$ cat config.mk
export PLATFORM = sky130hd
export DESIGN_NAME = pmc_uart_reporter_flat
export DESIGN_NICKNAME = d
export VERILOG_FILES = /design/src/rtl/pmc_report_pkg.sv /design/src/rtl/pmc_uart_reporter_if.sv /design/src/rtl/uart_tx_byte.sv /design/src/rtl/pmc_uart_reporter.sv /design/src/flat_wrapper.sv
export SDC_FILE = /design/constraint.sdc
export NUM_CORES = 1
export LEC_CHECK = 0
export ABC_AREA = 0
export CORE_AREA = 4 4 404 406
export CTS_CLUSTER_SIZE = 10
export DETAILED_ROUTE_END_ITERATION = 10
export DIE_AREA = 0 0 408 410
export GPL_ROUTABILITY_DRIVEN = 0
export PLACE_DENSITY = 0.3
export SETUP_SLACK_MARGIN = 0.15
export SLEW_MARGIN = 0
export SYNTH_ARGS = -nofsm -noshare
export SYNTH_HDL_FRONTEND = slang
export SYNTH_SLANG_ARGS = --single-unit
$ cat constraint.sdc
create_clock -name clk -period 2.1 [get_ports clk]
set_input_delay 0.42 -clock clk [delete_from_list [all_inputs] [get_ports clk]]
set_output_delay 0.42 -clock clk [all_outputs]
set_load 0.01 [all_outputs]
$ cat src/rtl/pmc_report_pkg.sv
// pmc_report_pkg: shared types and frame layout constants for the PMC UART reporter
// Contents: serializer state enum, frame size, default sync byte, field byte offsets,
//           and a byte-wise XOR helper for the frame checksum.
package pmc_report_pkg;

    typedef enum logic [1:0] {IDLE, START, DATA, STOP} tx_state_e;

    localparam int FRAME_BYTES = 16;
    localparam logic [7:0] SYNC_BYTE_DEF = 8'hA5;

    localparam int STALL_OFS = 1;
    localparam int ARITH_OFS = 5;
    localparam int MEM_OFS   = 9;
    localparam int CPI_OFS   = 13;
    localparam int CHK_OFS   = 15;

    function automatic logic [7:0] xor_bytes32(input logic [31:0] v);
        return v[31:24] ^ v[23:16] ^ v[15:8] ^ v[7:0];
    endfunction

endpackage

$ cat src/rtl/pmc_uart_reporter_if.sv
// pmc_uart_reporter_if: request/metric/status bundle between a host-side driver and the reporter
// Signals: report_req, four 256-bit metric buses (in to reporter);
//          tx, busy, done, frame_count (out of reporter).
interface pmc_uart_reporter_if;
    logic         report_req;
    logic [255:0] stall_count_in;
    logic [255:0] cpi_q78_in;
    logic [255:0] arith_count_in;
    logic [255:0] mem_access_count_in;
    logic         tx;
    logic         busy;
    logic         done;
    logic [15:0]  frame_count;

    modport master (
        output report_req, stall_count_in, cpi_q78_in, arith_count_in, mem_access_count_in,
        input  tx, busy, done, frame_count
    );

    modport slave (
        input  report_req, stall_count_in, cpi_q78_in, arith_count_in, mem_access_count_in,
        output tx, busy, done, frame_count
    );
endinterface

$ cat src/rtl/uart_tx_byte.sv
// uart_tx_byte: 8N1 serializer, LSB first, CLKS_PER_BIT cycles per bit
// Ports: clk, reset (async active-low), start/data (byte offered), ready (start is taken
//        this cycle when high), tx (registered serial line, idle high).
module uart_tx_byte
    import pmc_report_pkg::*;
#(
    parameter int CLKS_PER_BIT = 434
) (
    input  logic       clk,
    input  logic       reset,
    input  logic       start,
    input  logic [7:0] data,
    output logic       ready,
    output logic       tx
);
    localparam int CW = $clog2(CLKS_PER_BIT);
    localparam logic [CW-1:0] RELOAD = CW'(CLKS_PER_BIT - 1);

    if (CLKS_PER_BIT < 2) begin : g_bad_rate
        $error("CLKS_PER_BIT must be >= 2");
    end

    tx_state_e     state;
    logic [CW-1:0] cnt;
    logic [2:0]    bit_idx;
    logic [7:0]    sh;
    logic          tick;

    assign tick  = cnt == '0;
    // Ready on the last stop-bit cycle too, so the next byte starts with no gap.
    assign ready = state == IDLE || (state == STOP && tick);

    always_ff @(posedge clk or negedge reset) begin
        if (!reset) begin
            state   <= IDLE;
            cnt     <= '0;
            bit_idx <= '0;
            sh      <= '0;
            tx      <= 1'b1;
        end else if (ready && start) begin
            state <= START;
            cnt   <= RELOAD;
            sh    <= data;
            tx    <= 1'b0;
        end else if (state != IDLE) begin
            if (!tick) begin
                cnt <= cnt - CW'(1);
            end else begin
                cnt <= RELOAD;
                unique case (state)
                    START: begin
                        state   <= DATA;
                        bit_idx <= '0;
                        tx      <= sh[0];
                        sh      <= sh >> 1;
                    end
                    DATA: begin
                        if (bit_idx == 3'd7) begin
                            state <= STOP;
                            tx    <= 1'b1;
                        end else begin
                            bit_idx <= bit_idx + 3'd1;
                            tx      <= sh[0];
                            sh      <= sh >> 1;
                        end
                    end
                    default: state <= IDLE;
                endcase
            end
        end
    end
endmodule

$ cat src/rtl/pmc_uart_reporter.sv
// pmc_uart_reporter: snapshots PMC metrics on request and sends a 16-byte checksummed frame over UART
// Ports: clk, reset (async active-low), bus (slave side of pmc_uart_reporter_if:
//        report_req + metric buses in; tx, busy, done pulse, frame_count out).
module pmc_uart_reporter
    import pmc_report_pkg::*;
#(
    parameter int         CLK_FREQ_HZ = 50000000,
    parameter int         BAUD_RATE   = 115200,
    parameter logic [7:0] SYNC_BYTE   = SYNC_BYTE_DEF
) (
    input  logic                clk,
    input  logic                reset,
    pmc_uart_reporter_if.slave  bus
);
    localparam int CLKS_PER_BIT = CLK_FREQ_HZ / BAUD_RATE;

    logic [31:0] stall_q, arith_q, mem_q;
    logic [15:0] cpi_q;
    logic        busy_q, done_q;
    logic [15:0] fc_q;
    logic [3:0]  idx;
    logic        ready, start, accept, last;
    logic [7:0]  frame [FRAME_BYTES];
    logic [7:0]  tx_data;
    logic        unused_upper;

    assign unused_upper = ^{bus.stall_count_in[255:32], bus.arith_count_in[255:32],
                            bus.mem_access_count_in[255:32], bus.cpi_q78_in[255:16]};

    always_comb begin
        frame[0] = SYNC_BYTE;
        for (int i = 0; i < 4; i++) begin
            frame[STALL_OFS + i] = stall_q[31 - 8*i -: 8];
            frame[ARITH_OFS + i] = arith_q[31 - 8*i -: 8];
            frame[MEM_OFS + i]   = mem_q[31 - 8*i -: 8];
        end
        frame[CPI_OFS]     = cpi_q[15:8];
        frame[CPI_OFS + 1] = cpi_q[7:0];
        frame[CHK_OFS]     = xor_bytes32(stall_q) ^ xor_bytes32(arith_q) ^ xor_bytes32(mem_q)
                           ^ cpi_q[15:8] ^ cpi_q[7:0];
    end

    assign accept  = !busy_q && bus.report_req;
    assign last    = idx == 4'(FRAME_BYTES - 1);
    // The first byte is the constant sync byte, so it can be offered on the accepting edge
    // before the snapshot registers have loaded.
    assign start   = accept || (busy_q && ready && !last);
    assign tx_data = busy_q ? frame[idx + 4'd1] : SYNC_BYTE;

    uart_tx_byte #(.CLKS_PER_BIT(CLKS_PER_BIT)) u_tx (
        .clk   (clk),
        .reset (reset),
        .start (start),
        .data  (tx_data),
        .ready (ready),
        .tx    (bus.tx)
    );

    always_ff @(posedge clk or negedge reset) begin
        if (!reset) begin
            stall_q <= '0;
            arith_q <= '0;
            mem_q   <= '0;
            cpi_q   <= '0;
            busy_q  <= 1'b0;
            done_q  <= 1'b0;
            fc_q    <= '0;
            idx     <= '0;
        end else begin
            done_q <= 1'b0;
            if (accept) begin
                stall_q <= bus.stall_count_in[31:0];
                arith_q <= bus.arith_count_in[31:0];
                mem_q   <= bus.mem_access_count_in[31:0];
                cpi_q   <= bus.cpi_q78_in[15:0];
                busy_q  <= 1'b1;
                idx     <= '0;
            end else if (busy_q && ready) begin
                if (last) begin
                    busy_q <= 1'b0;
                    done_q <= 1'b1;
                    fc_q   <= fc_q + 16'd1;
                end else begin
                    idx <= idx + 4'd1;
                end
            end
        end
    end

    assign bus.busy        = busy_q;
    assign bus.done        = done_q;
    assign bus.frame_count = fc_q;
endmodule

$ cat src/flat_wrapper.sv
// flat-port wrapper written by rule: the top's interface ports become plain ports
module pmc_uart_reporter_flat import pmc_report_pkg::*;
#(
    parameter int         CLK_FREQ_HZ = 50000000,
    parameter int         BAUD_RATE   = 115200,
    parameter logic [7:0] SYNC_BYTE   = SYNC_BYTE_DEF
)
  (clk, reset, bus_report_req, bus_stall_count_in, bus_cpi_q78_in, bus_arith_count_in, bus_mem_access_count_in, bus_tx, bus_busy, bus_done, bus_frame_count);
  pmc_uart_reporter_if bus_i ();
  input  logic clk;
  input  logic reset;
  input wire logic [$bits(bus_i.report_req)-1:0] bus_report_req;
  input wire logic [$bits(bus_i.stall_count_in)-1:0] bus_stall_count_in;
  input wire logic [$bits(bus_i.cpi_q78_in)-1:0] bus_cpi_q78_in;
  input wire logic [$bits(bus_i.arith_count_in)-1:0] bus_arith_count_in;
  input wire logic [$bits(bus_i.mem_access_count_in)-1:0] bus_mem_access_count_in;
  output wire logic [$bits(bus_i.tx)-1:0] bus_tx;
  output wire logic [$bits(bus_i.busy)-1:0] bus_busy;
  output wire logic [$bits(bus_i.done)-1:0] bus_done;
  output wire logic [$bits(bus_i.frame_count)-1:0] bus_frame_count;
  assign bus_i.report_req = bus_report_req;
  assign bus_i.stall_count_in = bus_stall_count_in;
  assign bus_i.cpi_q78_in = bus_cpi_q78_in;
  assign bus_i.arith_count_in = bus_arith_count_in;
  assign bus_i.mem_access_count_in = bus_mem_access_count_in;
  assign bus_tx = bus_i.tx;
  assign bus_busy = bus_i.busy;
  assign bus_done = bus_i.done;
  assign bus_frame_count = bus_i.frame_count;
  pmc_uart_reporter #(.CLK_FREQ_HZ(CLK_FREQ_HZ), .BAUD_RATE(BAUD_RATE), .SYNC_BYTE(SYNC_BYTE)) u_core (.clk(clk), .reset(reset), .bus(bus_i));
endmodule
======== After elaboration in Yosys (flattened, before gate mapping) ========
Cells that the tools add are included.
storage, ports and cells
  register bits ........................... 157
  bits of input ports ..................... 1027
  word-level logic and storage cells ...... 101
operators by class
  add/sub/neg operators ................... 4
  magnitude comparators ................... 1
  eq/ne operators ......................... 9
  muxes and demuxes ....................... 33
  reduce and logical (&&, ||, !) cells .... 25
  bitwise operators ....................... 16
operators by type and width
  operator               count
  $xor 8x8->8            13
  $mux 8                 7
  $bmux 8 s4             1
  $mux 9                 3
  $add 16x1->16 const B  1
  $pmux 8 s2             1
  $mux 4                 3
  $reduce_bool 2->1      6
  $mux 1                 10
  $logic_not 9->1        1
  $reduce_and 3->1       3
  $sub 9x1->9 const B    1
  $mux 2                 4
  $ne 3x3->1 const B     2
  $pmux 3 s2             1
  $ge 5x5->1 const B     1
  $logic_and 1x1->1      5
  $not 4->5              1
  $reduce_and 5->1       1
  $add 4x1->4 const B    1
  $eq 2x2->1 const B     2
  $eq 4x4->1 const B     1
  $pmux 2 s2             1
  $reduce_and 2->1       2
  13 further kinds       16

======== Longest topological paths before layout ========
Gate-level depths: netlist of the first run.
  depth in word-level cells ............... 12
  mapped depth ............................ 9
  depth with buffers taken out ............ 8

======== Cells and area by module ========
From an unflattened synthesis of the first run, not the netlist that was laid out.
unflattened totals
  cells, all modules ...................... 912
  area total of the unflattened synthesis .. 8643.3 um^2
by module, submodules not included
  module             cells each  sequential area each (um^2)  times used  area each (um^2)
  pmc_uart_reporter  775         3353.2                       1           7314.5
  uart_tx_byte       137         576.8                        1           1328.8

======== Worst setup path before layout of the first run ========
OpenSTA, ideal clock, no wires.
  path type ............................... reg2reg
  start point ............................. reg u_core.idx[1]
  end point ............................... reg u_core.u_tx.sh[5]
  arrival time ............................ 1.955 ns
  cell stages (with the launch flop) ...... 9
  data required time ...................... 1.971 ns
  setup slack ............................. 0.016 ns
  library setup time ...................... 0.129 ns
  cells stage by stage .................... dfrtp_1 ha_1 buf_4 buf_4 mux4_2 a21oi_1 nor2_1 nor4b_1 o21ai_1
between the ends
  cells in the longest elaborated chain, start to end .. 7
  elaborated cells between the ends (all ways) .. 17
  classes of those cells .................. add/sub: 1; eq/ne: 2; mux: 5; bitwise: 1; reduce/logical: 8
RTL lines
  item                                                                line                                              text
  start: declaration                                                  pmc_uart_reporter.sv:21                           logic [3:0] idx;
  start signal: assignment                                            pmc_uart_reporter.sv:84                           idx <= idx + 4'd1;
  $add 4x1->4 or $eq 4x4->1 (tied branches)                           pmc_uart_reporter.sv:48, pmc_uart_reporter.sv:44
  $not 4->5 (not written as such) or $logic_not 1->1 (tied branches)  pmc_uart_reporter.sv:48, pmc_uart_reporter.sv:47
  $bmux 8 s4 or $logic_and 1x1->1 (tied branches)                     pmc_uart_reporter.sv:48, pmc_uart_reporter.sv:47
  $mux 8 (not written as such) or $logic_or 1x1->1 (tied branches)    pmc_uart_reporter.sv:48, pmc_uart_reporter.sv:47
  $mux 8 (not written as such) or $logic_and 1x1->1 (tied branches)   pmc_uart_reporter.sv:48, uart_tx_byte.sv:40
  $mux 8 (tied with other cells)                                      pmc_uart_reporter.sv:48                           assign tx_data = busy_q ? frame[idx + 4'd1] : SYNC_BYTE;
  $mux 8 or $reduce_and 4->1 (tied branches)                          -
  end signal: assignment                                              uart_tx_byte.sv:43                                sh <= data;
  end signal: assignment                                              uart_tx_byte.sv:55                                sh <= sh >> 1;
  end signal: assignment                                              uart_tx_byte.sv:64                                sh <= sh >> 1;
  end: declaration                                                    uart_tx_byte.sv:26                                logic [7:0] sh;
Parallel ways exist; a longest one is shown, timed or not. The select of a mux whose other input is x is not followed.
A chain may end at the register's enable or synchronous reset.

======== Final worst setup path of the first run ========
  start point ............................. reg u_core.idx[1]
  end point ............................... reg u_core.u_tx.sh[2]
Same word-level chain as after synthesis.

==> flow_summary.ini, run 1 <==
[outcome]
status = finished with violations
violations = negative setup slack

[logic_synthesis]
synth-edff-count = 0
postSynthAreaPerCell_um2 = 12.8
yosysWarningCount = 0
synth_compound_area_share_pct = 7.17
synth_adder_area_share_pct = 1.44
synth_simple_gate_area_share_pct = 7.76
netlist.top_cell.by_area = dfrtp_1
ys_async_sr_fraction_pct = 100
ys_seq_area_share_pct = 45.2
synth_area_um2 = 8700
syn_inst = 678
synth_top_cell_area_share_pct = 44.9
yosys.cell_types.count = 64
ys_dominant_reg_cell = dfrtp_1
synthTopCellsByArea = dfrtp_1 45%, mux2_2 16%, xnor3_1 5.7%
synth_mux_area_share_pct = 22.0
syn_nets = 1715
ys_ff_latch = 157
synth_top_family_by_area = multiplexers
synth_xor_area_share_pct = 13.9

[clocking]
htreeDepth = 4
clkLatencyLatePin_ns = 0.49
cts_root_buf = clkbuf_16
cts_buffers = 17
clock-sinks = 157
clk_path_buf_depth = 2
path_clk_slew_ns = 0.08
cts_tree = built

[detailed_routing]
vias = 6543
wl_met2_um = 15500
vias_per_cell = 2.13
drtIter0Drc = 237
drt_first_pass_iters = 4
routedWlPerCell_um = 12.4
top_layer_used = met4
met1_length_um = 20400
ant_nets = 0
drc = 0
wl_um = 38200
wl_met3_um = 1880

[floorplan]
initial_core_util_pct = 5.44
die_w_um = 408
dieArea_um2 = 167000
core_um2 = 160000
die-height_um = 410
pin_count = 1046
num_rows = 147

[cells_and_area]
final_cell_mix = 152 x dfrtp_1, 130 x buf_4, 125 x clkdlybuf4s50_1
final_area_um2 = 15100
multi_input_area_um2 = 4930
layout_commonest_cell = dfrtp_1
post_route_cells_drive_above_1_share_pct = 43.1
finalNetCount = 2011
regArea_um2 = 3940
fillers = 18300
area_delta_synth_final_pct = 73.9
utilization_pct = 9.46

[placed_design]
placement.cell_area_um2 = 13700
io_buffers = 133
place_ws_ns = -0.403
dp.final_hpwl_um = 30200

[pwr]
p_total_w = 0.0151
pwr-share-comb_pct = 51.6
vdd_drop_max_v = 0.000578
p_int_w = 0.00949
p_clk_share_pct = 22.2
p_leak_nw = 5.62
power_switching_w = 0.00563
swShare_pct = 37.2
p_seq_share_pct = 26.2
p_per_area_nw_per_um2 = 1000

[global_routing]
grt_pass1_vias = 7202
gr-usage-all-layers_pct = 4.63
grt_pass1_wl_um = 54500
grt_overflow = 0
grt_antenna_before_repair = 23
grt_max_degree = 48

[setup_path]
crit_path_start_kind = flip-flop
crit_family = buffers and inverters
cp.required_ns = 2.49
crit_type = flip-flop to flip-flop
worstSetupEndpointType = flip-flop
critPathMaxStageDelay_ns = 0.42
cp_max_fo = 6
cp_cell_sequence = ha_4, buf_6, buf_12, buf_4, nor3_2, a211oi_2, a21oi_2, nor2_1, nor4b_2, buf_4, o21ai_1
cp_slowest_cell = dfrtp_1
cp_num_buf_inv = 4
crit_top_cell = buf_4
arrival_ns = 2.60

[sta]
maxSlewHeadroom_pct = 69.2
setup_violations = 10
final.setup_skew_ns = 0.0188
rsz0062_at_grt = yes
min_period_over_period_pct = 106
setup_slack_ns = -0.117
finalHoldViolCount = 0
drv_slew = 0
clock.fmax_mhz = 451
period_needed_ns = 2.22
tightest_slew_ns = 0.462

[job]
cap_violations = 0

[hold_path]
hold_class = input pin to async pin
[final cells by class]
type,count,share of cell area (%)
inverters,9,0.223
clock inverters,15,1.21
multi-input cells,479,32.6
repair buffers,310,19.8
clock buffers,17,2.81
flip-flops and latches,157,26.0
well taps,2086,17.3
diodes,3,0.0497
[synthesized netlist by cell type, drive strengths merged, types with 2 or more instances]
cell,instances
nor2,32
nor2b,3
o21ai,26
inv,9
mux4,13
mux2,125
a211oi,4
nand3,16
a22oi,7
a32oi,5
and3,2
buf,22
and2,3
o211ai,8
a21oi,14
clkbuf,11
xnor2,55
nand2,33
nand3b,2
nor4,5
dfrtp,156
ha,10
mux2i,20
o21a,4
nor3,12
xnor3,24
nand2b,2
nand4,6
nor4b,4
and4,2
xor2,20
a22o,4
a31oi,7
or2,2
[path summary, 6_finish.rpt]
| check | start | end | slack (ns) | cells after the start |
|---|---|---|---|---|
| worst max-delay path | u_core.idx[1] | u_core.u_tx.sh[2] | -0.12 | 11 |
| worst min-delay path | reset | u_core.arith_q[4] | 0.41 | 2 |
| worst max register to register | u_core.idx[1] | u_core.u_tx.sh[2] | -0.12 | 11 |
| worst min register to register | u_core.bus.frame_count[5] | u_core.bus.frame_count[5] | 0.49 | 1 |
| max in group asynchronous | reset | u_core.u_tx.tx | 1.02 | 3 |
| min in group clk | u_core.bus.frame_count[5] | u_core.bus.frame_count[5] | 0.49 | 1 |
[power by group through the flow]
stage               Clock, W  Sequential, W  Combinational [W]
floorplan                  0        0.00388            0.00403
global placement           0        0.00399            0.00676
detailed placement         0        0.00401            0.00673
CTS                  0.00359        0.00397            0.00761
global route         0.00365        0.00403            0.00849
finish               0.00336        0.00396            0.00781
[worst reg2reg max path, cell delays in order, from the launching register on]
cell      delay, ns
dfrtp_1        0.42
ha_4           0.32
buf_6          0.14
buf_12         0.12
buf_4          0.15
nor3_2         0.16
a211oi_2       0.06
a21oi_2        0.15
nor2_1         0.07
nor4b_2        0.31
buf_4          0.16
o21ai_1        0.06
[per-stage QoR]
stage	hold WS, ns	TNS (ns)	cells
finish	0.410	-0.676	3076
global route	0.409	-2.08	3073
CTS	0.379	-0.893	3060
detailed placement	0.387	-11.78	2997
global placement	0.389	-13.66	2997
floorplan	0.124	0	678
[sequential cells by signal, indices dropped and copies added (netlist names)]
name,count
u_core.idx,4
u_core.arith_q,32
u_core.bus.frame_count,16
u_core.u_tx.cnt,9
u_core.bus.done,1
u_core.cpi_q,16
u_core.u_tx.sh,8
u_core.u_tx.tx,1
u_core.bus.busy,1
u_core.u_tx.state,2
u_core.u_tx.bit_idx,3
u_core.mem_q,32
u_core.stall_q,32
[metal layers]
| layer | vias up | track usage, % |
|---|---|---|
| li1 | 3072 | - |
| met1 | 3263 | 7.07 |
| met2 | 175 | 6.39 |
| met3 | 33 | 1.18 |
| met4 | 0 | 1.02 |
| met5 | - | 0 |
[logic make-up (layout without fill, tap and decap cells)]
logic type	Yosys count	after routing
XOR/XNOR	99	99
adder cells (fa/ha/maj)	10	10
other	0	3
flip-flops	157	157
AND/OR/NAND/NOR	124	124
multiplexers	158	158
AO/OA/AOI/OAI	88	88
buffers and inverters	42	351
[what timing repair did]
action | in CTS | in global routing
resized for setup | 68 | 64
hold buffers | 1 | 0
buffers inserted | 30 | 13
setup endpoints to repair | 42 | 38
endpoints found under the hold margin | 36 | 0
pin swaps | 20 | 33
gates cloned | 0 | 0
Note: power is estimated with default switching activity, not from simulation.
==> inputs of run 2 (changes only) <==
--- a/config.mk
+++ b/config.mk
@@ -13,7 +13,7 @@
 export GPL_ROUTABILITY_DRIVEN = 0
 export PLACE_DENSITY = 0.3
 export SETUP_SLACK_MARGIN = 0.15
-export SLEW_MARGIN = 0
+export SLEW_MARGIN = 10
 export SYNTH_ARGS = -nofsm -noshare
 export SYNTH_HDL_FRONTEND = slang
 export SYNTH_SLANG_ARGS = --single-unit
==> results of run 2 <==
The final DEF is identical to that of run 1; final timing and power are the same.
